## config.mk

```make
export PLATFORM = sky130hd
export DESIGN_NAME = stream_demux_buf
export DESIGN_NICKNAME = d
export VERILOG_FILES = /design/src/rtl/stream_demux_buf.sv
export SDC_FILE = /design/constraint.sdc
export NUM_CORES = 1
export LEC_CHECK = 0
export CELL_PAD_IN_SITES_DETAIL_PLACEMENT = 1
export CELL_PAD_IN_SITES_GLOBAL_PLACEMENT = 1
export CORE_ASPECT_RATIO = 0.9
export CORE_MARGIN = 2
export CORE_UTILIZATION = 34
export CTS_BUF_LIST = sky130_fd_sc_hd__clkbuf_16
export DETAILED_ROUTE_END_ITERATION = 12
export PLACE_DENSITY = 0.8
export SYNTH_ARGS = -nofsm -noshare
export SYNTH_HDL_FRONTEND = slang
export SYNTH_SLANG_ARGS = --single-unit
export TNS_END_PERCENT = 20
```

## constraint.sdc

```tcl
create_clock -name clk -period 1.8 [get_ports clk]
set_input_delay 0.36 -clock clk [delete_from_list [all_inputs] [get_ports clk]]
set_output_delay 0.36 -clock clk [all_outputs]
set_load 0.01 [all_outputs]
```

## src/rtl/stream_demux_buf.sv

```systemverilog
// Registered 1-to-N stream demultiplexer with a single-entry holding register per output channel.
// Optional per-channel handshake counters are enabled by defining STREAM_DEMUX_BUF_CNT_EN.
module stream_demux_buf #(
    parameter int N = 4,
    parameter int M = 8,
    localparam int SW = $clog2(N)
) (
    input  logic          clk,
    input  logic          rst_n,
    input  logic [M-1:0]  in,
    input  logic [SW-1:0] sel,
    input  logic          in_valid,
    output logic          in_ready,
    output logic [M-1:0]  out [N],
    output logic [N-1:0]  out_valid,
    input  logic [N-1:0]  out_ready,
    output logic          err_sel,
`ifdef STREAM_DEMUX_BUF_CNT_EN
    input  logic          cnt_clr,
    output logic [15:0]   xfer_cnt [N],
`endif
    output logic          busy
);

    localparam logic [SW:0] N_EXT = (SW+1)'(N);

    logic [M-1:0] data_q [N];
    logic [M-1:0] data_d [N];
    logic [N-1:0] valid_q, valid_d;
    logic         err_q, err_d;
    logic         sel_ok;
    logic [N-1:0] load, drain;

    // in_ready looks only at sel and the addressed channel, never at in_valid
    always_comb begin
        sel_ok   = ({1'b0, sel} < N_EXT);
        in_ready = 1'b1;
        for (int i = 0; i < N; i++) begin
            if (sel_ok && (sel == SW'(i))) begin
                in_ready = !valid_q[i] || out_ready[i];
            end
        end
    end

    always_comb begin
        err_d = in_valid && !sel_ok;
        for (int i = 0; i < N; i++) begin
            load[i]    = in_valid && in_ready && sel_ok && (sel == SW'(i));
            drain[i]   = valid_q[i] && out_ready[i];
            valid_d[i] = load[i] || (valid_q[i] && !drain[i]);
            data_d[i]  = load[i] ? in : data_q[i];
        end
    end

    always_ff @(posedge clk or negedge rst_n) begin
        if (!rst_n) begin
            valid_q <= '0;
            err_q   <= 1'b0;
            for (int i = 0; i < N; i++) begin
                data_q[i] <= '0;
            end
        end else begin
            valid_q <= valid_d;
            err_q   <= err_d;
            for (int i = 0; i < N; i++) begin
                data_q[i] <= data_d[i];
            end
        end
    end

    always_comb begin
        for (int i = 0; i < N; i++) begin
            out[i] = data_q[i];
        end
    end

    assign out_valid = valid_q;
    assign err_sel   = err_q;
    assign busy      = |valid_q;

`ifdef STREAM_DEMUX_BUF_CNT_EN
    logic [15:0] cnt_q [N];
    logic [15:0] cnt_d [N];

    // clear takes priority over a same-edge handshake
    always_comb begin
        for (int i = 0; i < N; i++) begin
            cnt_d[i] = cnt_q[i];
            if (cnt_clr) begin
                cnt_d[i] = '0;
            end else if (drain[i] && (cnt_q[i] != 16'hFFFF)) begin
                cnt_d[i] = cnt_q[i] + 16'd1;
            end
            xfer_cnt[i] = cnt_q[i];
        end
    end

    always_ff @(posedge clk or negedge rst_n) begin
        if (!rst_n) begin
            for (int i = 0; i < N; i++) begin
                cnt_q[i] <= '0;
            end
        end else begin
            for (int i = 0; i < N; i++) begin
                cnt_q[i] <= cnt_d[i];
            end
        end
    end
`endif

endmodule

```

==> results_dict.tcl, run 1 <==
set metrics [dict create \
    status "completed" \
    finalSetupViolations 0 \
    p_leak_nw 1.091 \
    synth_seq_area_share_pct 61.28 \
    drc 0 \
    cp.arrival_ps 1390 \
    rr_endpoint "out[26]$_DFFE_PN0P_" \
    avgSynthCellArea_um2 16.16 \
    crit_fanout 2 \
    wl_mm 4.042 \
    start_kind "flop" \
    drive_above_1_share_pct 42.44 \
    die_y_um 66.39 \
    crit_required_ps 1440 \
    synth_nets 108 \
    yosysWarnings 0 \
    num_vias 1061 \
    slew_violations 0 \
    grt_use_total_pct 18.56 \
    min_period_over_period_pct 97.48 \
    drt-initial-drc-count 8 \
    path_clk_slew_ps 50 \
    std_cell_rows 22 \
    die_area_um2 4867 \
    p_total_mw 2.763 \
    die_width_um 73.32 \
    vias_per_cell 4.823 \
    hold_violations 0 \
    end_kind "output port" \
    cts_buffers 5 \
    netlist-cell-type-count 18 \
    boundaryPins 56 \
    synth-seq-cells 36 \
    timing.rr.start "out_valid[0]$_DFF_PN0_" \
    cts_buffer_depth 2 \
    vdd_drop_max_v 0.0005891 \
    cts.sinks 36 \
    fin_skew_ps 4.069 \
    core_area_um2 4129 \
    post-route-min-period_ps 1755 \
    ant_nets 0 \
    initial_core_util_pct 35.61 \
    grt_start_max_net_pins 37 \
    r2r_cells 6 \
    fmax_mhz 569.9 \
    syn_area_um2 1470 \
    startpoint "out_valid[1]$_DFF_PN0_" \
    synthTopCellsByArea "dfrtp_1 61%, mux2_2 18%, mux2_4 8.2%" \
    post_drt_wl_per_cell_um 18.37 \
    dp_hpwl_mm 2.822 \
    io_buffers 54 \
    firstDrtPassIters 3 \
    gp_congestion 0.7571 \
    clk_latency_ps 280 \
    grt_pass1_vias 1218 \
    path_class "reg -> out" \
    p_per_area_nw_per_um2 1152 \
    layout.nets 188 \
    pre_cts_slack_ps -480.4 \
    cap_violations 0 \
    synth_largest_area_cell "dfrtp_1" \
    grt_setup_unrepaired "false" \
    antenna_found_initial 0 \
    stdcell_count 220 \
    synthCells 91 \
    yosysTopAreaCellShare_pct 61.28 \
    ctsHoldBuffers 0 \
    reg2reg_slack_ps 120 \
    cts_tree "done" \
    antenna_cells 0 \
    ctsRootBufferMaster "clkbuf_16" \
    worst_slack_ps 45.39 \
    hold_path_class "in -> async" \
    htreeDepth 2 \
    crit_end "in_ready" \
    gr-total-overflow 0 \
    dp.cells 206 \
    area_growth_pct 63.23 \
    grt_pass1_wl_mm 6.534 \
]
final cells by class:
cell class	count	area, µm²
Clock buffer	5	125.1
Tap cell	48	60.06
Timing Repair Buffer	77	703.2
Fill cell	407	1729
Sequential cell	36	900.9
Clock inverter	3	38.79
Multi-Input combinational cell	51	571.8
cells by family (layout without fill, tap and decap cells):
family	count (synthesis)	after routing	synth area share (%)
compound gates	2	2	0.6809
buf+inv	4	85	1.958
flops	36	36	61.28
mux	33	33	28.34
other cells	1	1	0.2551
simple gates	15	15	7.489
cell usage in the layout (no fill, tap or decap):
cell,instances
buf_6,1
inv_1,1
nand3_1,1
nor2b_2,2
nor3b_4,1
dlygate4sd2_1,5
clkinv_2,1
nand2b_4,5
conb_1,1
bufinv_16,1
clkdlybuf4s50_1,47
nand2_1,3
nand3b_1,1
clkbuf_2,1
mux4_2,1
buf_4,23
dfrtp_1,36
clkbuf_16,5
or3b_1,1
o21ai_0,2
mux2_4,8
mux2_2,24
or4_1,1
flip-flops by register name, summed over array words and instances (netlist names):
name       flops
out_valid      4
out           32
layer usage:
| layer | part of all wire, % | vias to the layer above | track usage (%) |
|---|---|---|---|
| li1 | - | 478 | - |
| met4 | 1.3 | 0 | 5.455 |
| met5 | 0 | - | 0 |
| met1 | 41 | 543 | 22.07 |
| met3 | 6.4 | 7 | 6.707 |
| met2 | 51 | 33 | 31.42 |
how the worst min path moves through the flow:
stage	end	slack [ps]	depth (start not counted)
3_3_place_gp	out[16]$_DFFE_PN0P_	490	1
3_5_place_dp	out[23]$_DFFE_PN0P_	500	1
2_1_floorplan	out[0]$_DFFE_PN0P_	60	0
5_1_grt	out[10]$_DFFE_PN0P_	520	1
6_report	out[17]$_DFFE_PN0P_	500	2
4_1_cts	out[10]$_DFFE_PN0P_	510	1
power by group:
| part | switching (mW) | internal [mW] |
|---|---|---|
| sequential | 0.0951 | 0.970 |
| clock | 0.308 | 0.644 |
| combinational | 0.266 | 0.481 |
| total | 0.668 | 2.10 |
worst max-delay path, cell delays in order, from the launching register on:
cell	delay (ps)
dfrtp_1	350
buf_4	130
nand2b_4	50
mux4_2	450
buf_6	140
synthesized netlist by cell type:
cell	count
nand3b_1	1
mux2_4	8
conb_1	1
nand2b_4	1
mux4_1	1
nor2b_1	2
dfrtp_1	36
nand2_1	3
nand3_1	1
or3b_1	1
nor3b_4	1
buf_4	1
or4_1	1
o21ai_0	2
nand2b_1	4
buf_2	2
mux2_2	24
buf_6	1
stage by stage:
| stage | area [µm²] | hold WS, ps | util (%) | TNS (ps) |
|---|---|---|---|---|
| floorplan | 1470 | 64.41 | - | 0 |
| global placement | 2170 | 488.3 | 52.55 | -5578 |
| detailed placement | 2170 | 495.9 | 52.55 | -7023 |
| CTS | 2400 | 508.1 | 58.12 | 0 |
| global route | 2400 | 515.3 | 58.12 | 0 |
| finish | 2400 | 502.6 | 58.12 | 0 |
repair_timing:
item | in CTS | in global routing
cloned | 0 | 0
pin swaps | 0 | 0
buffers inserted | 6 | 0
gates resized for setup | 17 | 3
endpoints found under the setup margin | 3 | 13
(Power assumes the default switching activity.)
==> inputs of run 2 (changes only) <==
--- a/config.mk
+++ b/config.mk
@@ -8,7 +8,6 @@
 export CELL_PAD_IN_SITES_DETAIL_PLACEMENT = 1
 export CELL_PAD_IN_SITES_GLOBAL_PLACEMENT = 1
 export CORE_ASPECT_RATIO = 0.9
-export CORE_MARGIN = 2
 export CORE_UTILIZATION = 34
 export CTS_BUF_LIST = sky130_fd_sc_hd__clkbuf_16
 export DETAILED_ROUTE_END_ITERATION = 12
==> run 2 against run 1 <==
The flow now finishes with violations (DRC, setup timing). Wire length up 0.57%. Utilization up 0.91 points. Die area down 5.7%. Via count down 1.7%. Clock power up 31%. Fmax down 3.3%. Critical path depth unchanged. Register-to-register slack better by 20 ps. Clock skew down 1.4 ps. Worst setup slack worse by 59 ps. Critical endpoint unchanged.
==> results_dict.tcl, run 2 (synthesis results as in run 1) <==
set metrics [dict create \
    post-route-min-period_ps 1814 \
    stdcell_count 215 \
    hold_end "out[21]$_DFFE_PN0P_" \
    multi_input_area_um2 569.3 \
    vias_per_cell 4.851 \
    rr_endpoint "out[20]$_DFFE_PN0P_" \
    reg2reg_slack_ps 140 \
    fin_skew_ps 2.682 \
    crit_fanout 3 \
    grt_setup_unrepaired "true" \
    start_kind "flop" \
    violations "DRC, setup timing" \
    worst_slack_ps -13.91 \
    gr-total-overflow 0 \
    max_stage_delay_ps 460 \
    timing.rr.start "out_valid[1]$_DFF_PN0_" \
    gp_congestion 0.8113 \
    cts.sinks 36 \
    final_common_cell "clkdlybuf4s50_1" \
    path_cells "buf_6 > nand2b_4 > mux4_2 > buf_6" \
    grt_start_max_net_pins 37 \
    fmax_mhz 551.3 \
    post_drt_wl_per_cell_um 18.91 \
    final_util_pct 59.03 \
    end_kind "output port" \
    power_frac_comb_pct 24.3 \
    path_class "reg -> out" \
    antenna_cells 0 \
    wl_mm 4.065 \
    ctsRootBufferMaster "clkbuf_16" \
    htreeDepth 2 \
    hold_violations 0 \
    p_sw_mw 0.6795 \
    p_leak_nw 1.098 \
    cts_buffer_depth 2 \
    grt_pass1_vias 1213 \
    boundaryPins 56 \
    clk_latency_ps 270 \
    num_vias 1043 \
    drt-initial-drc-count 13 \
    drc 2 \
    finalSetupViolations 1 \
    cp.arrival_ps 1450 \
    dp_hpwl_mm 2.791 \
    grt_pass1_wl_mm 6.686 \
    io_buffers 54 \
    regArea_um2 900.9 \
    p_sw_share_pct 22.22 \
    cpMaxStageDelayCell "mux4_2" \
    die_y_um 64.39 \
    nFillCells 387 \
    final_cell_mix "46 x clkdlybuf4s50_1, 36 x dfrtp_1, 24 x mux2_2" \
    p_per_area_nw_per_um2 1263 \
    core_area_um2 4101 \
    power_frac_seq_pct 34.7 \
    area_growth_pct 64.68 \
    clkPwrFrac_pct 41.0 \
    std_cell_rows 22 \
    largest_reg_flops 32 \
    crit_family "multiplexers" \
    path_clk_slew_ps 60 \
    cts_buffers 5 \
    antenna_found_initial 0 \
    holdPathStages 1 \
    initial_core_util_pct 35.85 \
    firstDrtPassIters 7 \
    dp.cells 204 \
    cap_violations 0 \
    p_total_mw 3.058 \
    die_width_um 71.32 \
    ant_nets 0 \
    hold_path_class "reg -> reg" \
    startpoint "out_valid[1]$_DFF_PN0_" \
    path_buf_inv 2 \
    crit_required_ps 1440 \
    crit_top_cell "buf_6" \
    drive_above_1_share_pct 40.72 \
    layout.nets 183 \
    cts_tree "done" \
    intPower_mw 2.378 \
    die_area_um2 4592 \
    grt_use_total_pct 20.05 \
    slew_violations 0 \
    hp-start "out[21]$_DFFE_PN0P_" \
    vdd_drop_max_v 0.0007881 \
    min_period_over_period_pct 100.8 \
    r2r_cells 7 \
    design_area_um2 2421 \
    status "finished, violations left" \
    place_area_um2 2155 \
]
[run 2: stage by stage]
stage,setup TNS [ps],setup slack [ps],hold WS (ps)
CTS,-6.027,-6.027,510.2
finish,-13.91,-13.91,507.2
global placement,-5416,-444.9,490.1
floorplan,0,386.1,64.41
detailed placement,-7329,-494.9,494.7
global route,-65.92,-65.92,526.8
[run 2: final cells by class]
class	instances	area share, %
Sequential cell	36	37.21
Clock inverter	3	3.721
Tap cell	48	2.481
Timing Repair Buffer	72	27.91
Clock buffer	5	5.168
Multi-Input combinational cell	51	23.51
[run 2: metal layers]
metal	share of wire, %	global-route usage [%]	vias up
met5	0	0	-
met4	1.5	7.750	0
met3	6.9	7.413	6
met2	49	33.93	33
met1	42	22.98	538
li1	-	-	466
[run 2: power groups by stage]
stage | Combinational [mW] | Sequential [mW] | Clock, mW
floorplan | 0.198 | 1.14 | 0
global placement | 0.713 | 1.06 | 0
detailed placement | 0.727 | 1.07 | 0
CTS | 0.752 | 1.06 | 1.28
global route | 0.789 | 1.08 | 1.31
finish | 0.743 | 1.06 | 1.25
[run 2: worst max path at each step]
stage / cells after the start / end / slack, ps
2_1_floorplan: 2 / in_ready / 390
3_3_place_gp: 4 / in_ready / -440
3_5_place_dp: 3 / in_ready / -490
4_1_cts: 4 / in_ready / -6
5_1_grt: 4 / in_ready / -70
6_report: 4 / in_ready / -10
[run 2: timing repair]
action,in CTS,in global routing
hold endpoints to repair,0,0
cloned,0,0
endpoints found under the setup margin,18,16
buffers inserted,3,0
gates resized for setup,18,4
hold buffers,0,0
